===== config.mk =====
export PLATFORM = sky130hd
export DESIGN_NAME = argmax_stream
export DESIGN_NICKNAME = d
export VERILOG_FILES = /design/src/rtl/argmax_stream.sv
export SDC_FILE = /design/constraint.sdc
export NUM_CORES = 1
export LEC_CHECK = 0
export ABC_AREA = 1
export CAP_MARGIN = 20
export CORE_MARGIN = 2
export CORE_UTILIZATION = 48
export CTS_CLUSTER_SIZE = 40
export DETAILED_ROUTE_END_ITERATION = 8
export GPL_ROUTABILITY_DRIVEN = 0
export PLACE_DENSITY = 0.78
export SYNTH_ARGS = -nofsm -noshare
export SYNTH_HDL_FRONTEND = slang
export SYNTH_SLANG_ARGS = --single-unit

===== constraint.sdc =====
create_clock -name clk -period 9.8 [get_ports clk]
set_input_delay 1.96 -clock clk [delete_from_list [all_inputs] [get_ports clk]]
set_output_delay 1.96 -clock clk [all_outputs]
set_load 0.02 [all_outputs]

===== src/rtl/argmax_stream.sv =====
// argmax_stream: streaming FP32 arg-max stage.
//   Consumes a frame of IEEE-754 single-precision words and emits a two-word
//   result frame: word0 = {len_err, all_nan, zeros, index}, word1 = max value.
//   Ordering uses a sign-magnitude to unsigned key transform, so no FP core is
//   needed. NaNs never participate in the compare.
// Ports:
//   clk, rst            clock, asynchronous active-high reset
//   INPUT_AXIS_*        FP32 element stream in (TDATA/TLAST/TVALID/TREADY)
//   OUTPUT_AXIS_*       result stream out (TLAST marks word1)
module argmax_stream #(
  parameter int LEN   = 4,
  parameter int IDX_W = 16
) (
  input  logic        clk,
  input  logic        rst,
  input  logic [31:0] INPUT_AXIS_TDATA,
  input  logic        INPUT_AXIS_TLAST,
  input  logic        INPUT_AXIS_TVALID,
  output logic        INPUT_AXIS_TREADY,
  output logic [31:0] OUTPUT_AXIS_TDATA,
  output logic        OUTPUT_AXIS_TLAST,
  output logic        OUTPUT_AXIS_TVALID,
  input  logic        OUTPUT_AXIS_TREADY
);

  localparam logic [31:0]      QNAN    = 32'h7FC0_0000;
  localparam logic [IDX_W-1:0] LAST_IX = IDX_W'(LEN - 1);

  typedef enum logic [1:0] {S_ACCUM, S_IDX, S_VAL} state_t;

  state_t           r_state;
  logic [IDX_W-1:0] r_count;
  logic [31:0]      r_best_key;
  logic [IDX_W-1:0] r_best_idx;
  logic [31:0]      r_best_val;
  logic             r_have;      // a non-NaN element has been held this frame
  logic             r_in_ready;
  logic             r_out_valid;
  logic             r_out_last;
  logic [31:0]      r_out_data;

  logic             w_in_beat;
  logic             w_out_beat;
  logic             w_nan;
  logic [31:0]      w_key;
  logic             w_take;
  logic             w_close;
  logic             w_len_err;
  logic             w_fin_have;
  logic [31:0]      w_fin_key;
  logic [IDX_W-1:0] w_fin_idx;
  logic [31:0]      w_fin_val;
  logic [31:0]      w_word0;

  assign w_in_beat  = INPUT_AXIS_TVALID && r_in_ready;
  assign w_out_beat = r_out_valid && OUTPUT_AXIS_TREADY;

  always_comb begin
    w_nan = (INPUT_AXIS_TDATA[30:23] == 8'hFF) && (INPUT_AXIS_TDATA[22:0] != 23'd0);
    // Negative numbers invert fully, positives flip the sign bit: the result
    // orders as unsigned, with +0 above -0.
    w_key = INPUT_AXIS_TDATA[31] ? ~INPUT_AXIS_TDATA : (INPUT_AXIS_TDATA ^ 32'h8000_0000);
    // Strictly greater keeps the earliest index on ties.
    w_take = !w_nan && (!r_have || (w_key > r_best_key));

    w_fin_have = r_have || !w_nan;
    w_fin_key  = w_take ? w_key            : r_best_key;
    w_fin_idx  = w_take ? r_count          : r_best_idx;
    w_fin_val  = w_take ? INPUT_AXIS_TDATA : r_best_val;

    w_close   = INPUT_AXIS_TLAST || (r_count == LAST_IX);
    // Short frame (TLAST early) or full-length frame without TLAST.
    w_len_err = INPUT_AXIS_TLAST ^ (r_count == LAST_IX);

    w_word0              = '0;
    w_word0[31]          = w_len_err;
    w_word0[30]          = !w_fin_have;
    w_word0[IDX_W-1:0]   = w_fin_have ? w_fin_idx : '0;
  end

  always_ff @(posedge clk or posedge rst) begin
    if (rst) begin
      r_state     <= S_ACCUM;
      r_count     <= '0;
      r_best_key  <= '0;
      r_best_idx  <= '0;
      r_best_val  <= '0;
      r_have      <= 1'b0;
      r_in_ready  <= 1'b0;
      r_out_valid <= 1'b0;
      r_out_last  <= 1'b0;
      r_out_data  <= '0;
    end else begin
      case (r_state)
        S_ACCUM: begin
          r_in_ready <= 1'b1;
          if (w_in_beat) begin
            r_count    <= r_count + 1'b1;
            r_have     <= w_fin_have;
            r_best_key <= w_fin_key;
            r_best_idx <= w_fin_idx;
            r_best_val <= w_fin_val;
            if (w_close) begin
              // Park word1 in r_best_val; input stalls until the pair drains.
              r_best_val  <= w_fin_have ? w_fin_val : QNAN;
              r_in_ready  <= 1'b0;
              r_out_valid <= 1'b1;
              r_out_last  <= 1'b0;
              r_out_data  <= w_word0;
              r_state     <= S_IDX;
            end
          end
        end
        S_IDX: begin
          if (w_out_beat) begin
            r_out_data <= r_best_val;
            r_out_last <= 1'b1;
            r_state    <= S_VAL;
          end
        end
        S_VAL: begin
          if (w_out_beat) begin
            r_out_valid <= 1'b0;
            r_out_last  <= 1'b0;
            r_out_data  <= '0;
            r_count     <= '0;
            r_best_key  <= '0;
            r_best_idx  <= '0;
            r_best_val  <= '0;
            r_have      <= 1'b0;
            r_in_ready  <= 1'b1;
            r_state     <= S_ACCUM;
          end
        end
        default: r_state <= S_ACCUM;
      endcase
    end
  end

  assign INPUT_AXIS_TREADY  = r_in_ready;
  assign OUTPUT_AXIS_TVALID = r_out_valid;
  assign OUTPUT_AXIS_TLAST  = r_out_last;
  assign OUTPUT_AXIS_TDATA  = r_out_data;

endmodule


==> results of run 1 <==
[per-layer routing]
layer / up-vias / GRT usage, % / wire length (µm)
li1: 3298 / - / -
met1: 3158 / 33.93 / 8703
met2: 211 / 35.14 / 8470
met3: 20 / 4.551 / 1172
met4: 0 / 8.159 / 316
met5: - / 0 / 0
[per-stage QoR]
stage               instance area, µm²  hold slack, ns
finish                            9024          0.4689
global route                      9024          0.4926
CTS                               8994          0.4713
detailed placement                8421          0.4583
global placement                  8421          0.4536
floorplan                         7615          0.4419
[layout make-up]
type                            count  area, µm²
Inverter                          139      526.8
Fill cell                        1416       6689
Sequential cell                   134       3353
Tap cell                          216      270.3
Clock buffer                       24      501.7
Multi-Input combinational cell    685       3527
Clock inverter                      8      71.32
Timing Repair Buffer               78      773.2
[cell families (layout without fill, tap and decap cells)]
| logic type | Yosys count | in the layout | share of synthesized area (%) |
|---|---|---|---|
| and+or+nand+nor | 491 | 491 | 27.88 |
| xor gates and xnor gates | 31 | 31 | 3.566 |
| AOI/OAI and AO/OA | 125 | 125 | 8.544 |
| buffers and inverters | 183 | 249 | 9.744 |
| DFF | 134 | 134 | 44.04 |
| muxes | 1 | 1 | 0.1479 |
| adders and majority gates | 37 | 37 | 6.079 |
[final timing paths]
kind | cells past startpoint | end | startpoint
min in group asynchronous | 2 | OUTPUT_AXIS_TDATA[3]$_DFFE_PP0P_ | rst
max reg2reg | 17 | r_best_key[11]$_DFFE_PP0P_ | r_best_key[23]$_DFFE_PP0P_
max | 18 | r_best_key[11]$_DFFE_PP0P_ | INPUT_AXIS_TDATA[31]
min | 2 | r_best_key[15]$_DFFE_PP0P_ | r_best_key[15]$_DFFE_PP0P_
min reg2reg | 2 | r_best_key[15]$_DFFE_PP0P_ | r_best_key[15]$_DFFE_PP0P_
max in group asynchronous | 3 | r_best_idx[11]$_DFFE_PP0P_ | rst
[placed cells by master (no fill, tap or decap), types with 5 or more instances in the layout]
cell,count
nor4_1,8
clkbuf_16,17
clkinv_2,5
clkbuf_8,5
inv_1,135
a21oi_1,55
clkdlybuf4s50_1,70
o21ai_0,53
nand2_1,278
ha_1,37
nand3_1,118
xor2_1,31
buf_4,5
o21ai_1,7
nand4_1,12
nor3_1,9
or2_2,16
dfrtp_1,134
nor2_1,42
[where the power goes]
group	internal, W	switching (W)	total, W
logic	0.0000369	0.0000530	0.0000899
registers	0.000554	0	0.000554
clock network	0.000381	0.000241	0.000622
[state kept, by name, indices dropped and copies added, names as in the netlist, 2 cells and up]
name / cells
r_state: 2
r_count: 16
OUTPUT_AXIS_TDATA: 32
r_best_val: 32
r_best_key: 32
r_best_idx: 16
[worst max-delay path, cell delays in order]
cell and delay [ns]:
buf_2 0.69, xor2_1 0.20, ha_1 0.34, nand2_1 0.07, nor2_1 0.15, nand4_1 0.11, nor2_1 0.13, nand2_1 0.07
nand2_1 0.05, nand2_1 0.05, nand2_2 0.38, nand2_2 0.58, nand2_1 0.23, buf_4 0.36, nand2_1 0.43, buf_8 0.31
nand2_1 0.06, nand2_1 0.05
==> out/results.ini, run 1 <==
[final_layout]
diodes = 0
final_core_util_pct = 57.43
final_cells = 1284
drive_above_1_share_pct = 6.273
area_growth_pct = 18.50
nets = 1129

[pwr]
power_w = 0.001265
p_leak_nw = 4.561
vdd_ir_drop_max_mv = 0.1377
power-per-cell-area_nw_per_um2 = 140.2

[logic_synthesis]
synth-edff-count = 0
yosys-top-cells-count = 278 x nand2_1, 136 x inv_1, 134 x dfrtp_1, 118 x nand3_1, 55 x a21oi_1
synth_ff_type = dfrtp_1
synth.most_common_cell = nand2_1
yosys-top-cells-area = dfrtp_1 44%, nand2_1 14%, nand3_1 7.8%, inv_1 6.7%, ha_1 6.1%
avgSynthCellArea_um2 = 7.600
ys_ff_latch = 134
synth_nets = 1076
syn_inst = 1002
synthArstFlopShare_pct = 100.0
synth_top_cell_area_share_pct = 44.04
ys_seq_area_share_pct = 44.04
yosysWarnings = 0
syn-cell-area_um2 = 7615
synth_cell_types = 34
synth_area_leader_cell = dfrtp_1

[floorplanning]
coreArea_um2 = 15710
start_util_pct = 48.46
die_area_um2 = 16890
die_h_um = 130.0
die_x_um = 130.0
rows = 46
ioPinCount = 72

[sta]
setup_viol = 0
setup_tns_ns = 0
period_minus_slack_ns = 5.969
max_freq_mhz = 167.5
post-route-period-util_pct = 60.91
maxSlewViolCount = 0
fin_worst_skew_ns = 0.009027
finalHoldViolations = 0
setup_slack_ns = 3.831
grt_setup_unrepaired = no
relSlewSlack_pct = 35.48
worst_pin_slew_ns = 0.9619

[critical_path]
worstSetupEndpointType = flop
crit_type = input pin to flop
start_kind = input pin
cp_max_fo = 40
arrival_ns = 6.27
r2r_slack_ns = 5.93
cp.required_ns = 10.10

[run]
cap_violations = 0

[cts]
cts_max_path_buffers = 2
cts_buffers = 17
cts_setup_buffers = 0
ctsResizeCount = 0
clock_latency_ns = 0.42
cts_tree = done
clock-sinks = 134
root_buffer = clkbuf_16
hold_buffers = 0
htree_levels = 4
cts.clk_slew.worst_paths_ns = 0.05

[global_route]
grt.total_usage_pct = 23.38
grt_max_degree = 71
antenna_found_initial = 0
grt_pass1_wl_um = 31070
first_global_vias = 6307
overflow = 0

[detailed_routing]
via_per_inst = 5.208
num_vias = 6687
first_pass_iters = 5
ant_nets = 0
first_iter_violations = 467
routedWlPerCell_um = 14.54
wl_um = 18660
drc = 0

[worst_hold_path]
min_path_type = flop to flop

[outcome]
status = finished clean

[placed_design]
dp_hpwl_um = 12740
dpl_worst_slack_ns = 3.277
dp.cells = 1250
portBuffers = 71

No activity file was read; power rests on OpenSTA's default activity.
==> run 2: changes to the inputs <==
==> constraint.sdc (replaced) <==
create_clock -name clk -period 5.95 [get_ports clk]
set_input_delay 1.19 -clock clk [delete_from_list [all_inputs] [get_ports clk]]
set_output_delay 1.19 -clock clk [all_outputs]
set_load 0.02 [all_outputs]
==> run 2 against run 1 <==
Sequential share of layout area shrank 0.35 points. Non-clock buffer count increased by 2. Clock power increased by 85%. Clock-buffer cell count is 3 lower. Hold slack barely moved. Wire length rose by 3.0%. Critical path type unchanged. Largest power group unchanged. Utilization up 0.55 points. Final cell count increased by 0.16%. Critical path depth down 1. Combinational power up 68%.
==> out/results.ini, run 2 (synthesized netlist as in run 1, its figures left out) <==
[sta]
period_minus_slack_ns = 4.333
setup_viol = 0  ; unchanged
maxSlewViolCount = 0  ; unchanged
finalHoldViolations = 0  ; unchanged
post-route-period-util_pct = 72.82
relSlewSlack_pct = 35.54  ; +0.065 points
grt_setup_unrepaired = no
setup_tns_ns = 0  ; unchanged
fin_worst_skew_ns = 0.007731  ; -0.001296 ns
max_freq_mhz = 230.8
worst_pin_slew_ns = 0.9609  ; -0.0009657 ns

[critical_path]
worstSetupEndpointType = flop
critPathMaxStageDelay_ns = 0.67  ; -0.02 ns
cp_max_fo = 32  ; -20%
cp.required_ns = 6.25  ; -3.85 ns
r2r_start = r_count[12]$_DFFE_PP0P_
r2r_end = OUTPUT_AXIS_TDATA[14]$_DFFE_PP0P_
ff2ff_path_depth = 9  ; -8
crit_path_frequent_cell = nand2_1
worst_path_max_delay_cell = buf_2
worstPathCellList = buf_2 -> xor2_1 -> ha_1 -> nand2_1 -> nor2_1 -> nand2_1 -> nor2_1 -> nand2_1 -> nand2_1 -> nand2_1 -> nand2_2 -> nand2_2 -> inv_1 -> buf_4 -> nand2_1 -> nand2_1 -> o21ai_0
start_kind = input pin
arrival_ns = 4.63  ; -1.64 ns
r2r_slack_ns = 2.74  ; -3.19 ns
crit_type = input pin to flop

[worst_hold_path]
min_path_type = flop to flop
holdPathStages = 2  ; unchanged
hold_start = r_best_key[19]$_DFFE_PP0P_
worstHoldEndpoint = r_best_key[19]$_DFFE_PP0P_

[pwr]
vdd_ir_drop_max_mv = 0.2147  ; +56%
power-per-cell-area_nw_per_um2 = 243.2  ; +73%
p_leak_nw = 4.585  ; +0.52%

[detailed_routing]
wl_met3_um = 1231  ; +5.0%
wl_met2_um = 8810  ; +4.0%
via_per_inst = 5.311  ; +2.0%
first_pass_iters = 7  ; +2
first_iter_violations = 557  ; +19%
num_vias = 6830  ; +2.1%
ant_nets = 0  ; unchanged
drc = 0  ; unchanged
topRoutingLayerUsed = met4
drt-met1-wl_um = 8625  ; -0.90%
wl_um = 19220  ; +3.0%
routedWlPerCell_um = 14.95  ; +2.8%

[cts]
cts.clk_slew.worst_paths_ns = 0.06  ; about the same
cts_tree = done
clock_latency_ns = 0.43  ; about the same
root_buffer = clkbuf_16
cts_buffers = 17  ; unchanged
ctsResizeCount = 0  ; unchanged
cts_max_path_buffers = 2  ; unchanged
hold_buffers = 0  ; unchanged
htree_levels = 4  ; unchanged
clock-sinks = 134  ; unchanged
cts_setup_buffers = 0  ; unchanged

[floorplanning]
ioPinCount = 72  ; unchanged
die_h_um = 130.0  ; unchanged
coreArea_um2 = 15710  ; unchanged
rows = 46  ; unchanged
die_area_um2 = 16890  ; unchanged
start_util_pct = 48.46  ; unchanged
die_x_um = 130.0  ; unchanged

[final_layout]
final_common_cell = nand2_1
n_fill_cell = 1430  ; +0.99%
final_cells = 1286  ; +0.16%
fin_area_um2 = 9110  ; +0.96%
final_core_util_pct = 57.98  ; +0.55 points
nets = 1131  ; +0.18%
final_cell_mix = 278 x nand2_1, 135 x inv_1, 134 x dfrtp_1
drive_above_1_share_pct = 6.636  ; +0.36 points
area_growth_pct = 19.64
diodes = 0  ; unchanged

[global_route]
overflow = 0  ; unchanged
antenna_found_initial = 0  ; unchanged
grt_pass1_wl_um = 31730  ; +2.1%
grt.total_usage_pct = 24.14  ; +0.76 points
grt_max_degree = 104  ; +46%
first_global_vias = 6510  ; +3.2%

[placed_design]
portBuffers = 71  ; unchanged
dp_hpwl_um = 12950  ; +1.7%
dp.cells = 1253  ; +0.24%
placed_area_um2 = 8443  ; +0.27%

[run]
cap_violations = 0  ; unchanged

[outcome]
status = finished clean

==> run 2: worst max-delay path by stage <==
stage,endpoint,startpoint
global placement,r_best_val[6]$_DFFE_PP0P_,INPUT_AXIS_TDATA[31]
detailed placement,r_best_val[8]$_DFFE_PP0P_,INPUT_AXIS_TDATA[31]
global route,r_best_val[8]$_DFFE_PP0P_,INPUT_AXIS_TDATA[31]
CTS,r_best_val[8]$_DFFE_PP0P_,INPUT_AXIS_TDATA[31]
floorplan,INPUT_AXIS_TREADY$_DFFE_PP0P_,rst
finish,r_best_val[8]$_DFFE_PP0P_,INPUT_AXIS_TDATA[31]
==> run 2: critical path, delay by kind of cell <==
kind            cells  cell delay [ns]
simple gates       11             1.53
buf+inv             3             1.20
fa+ha+maj           1             0.34
xor+xnor            1             0.23
compound gates      1             0.11
==> run 2: layer usage <==
layer,vias to the layer above,track usage (%)
met5,-,0
met4,0,10.56
met3,45,4.756
met2,285,37.30
met1,3196,33.25
li1,3304,-
==> run 2: through the flow <==
step | power (W) | worst slack [ns] | hold slack (ns)
after floorplan | 0.001020 | 1.177 | 0.4419
after global placement | 0.001075 | 1.278 | 0.4536
after detailed placement | 0.001078 | 1.228 | 0.4581
after CTS | 0.002231 | 1.656 | 0.4731
after global routing | 0.002283 | 1.231 | 0.4869
final | 0.002216 | 1.617 | 0.4684
==> run 2: power by group <==
part | switching (W) | internal, W
Clock | 0.000408 | 0.000745
Sequential | 0 | 0.000912
Combinational | 0.0000899 | 0.0000611
==> run 2: area by class of cell <==
type | instances | area [µm²] | share of cell area [%]
Clock buffer | 21 | 480.5 | 5.274
Sequential cell | 134 | 3353 | 36.81
Multi-Input combinational cell | 685 | 3527 | 38.72
Clock inverter | 11 | 171.4 | 1.882
Tap cell | 216 | 270.3 | 2.967
Inverter | 139 | 526.8 | 5.782
Timing Repair Buffer | 80 | 780.7 | 8.570
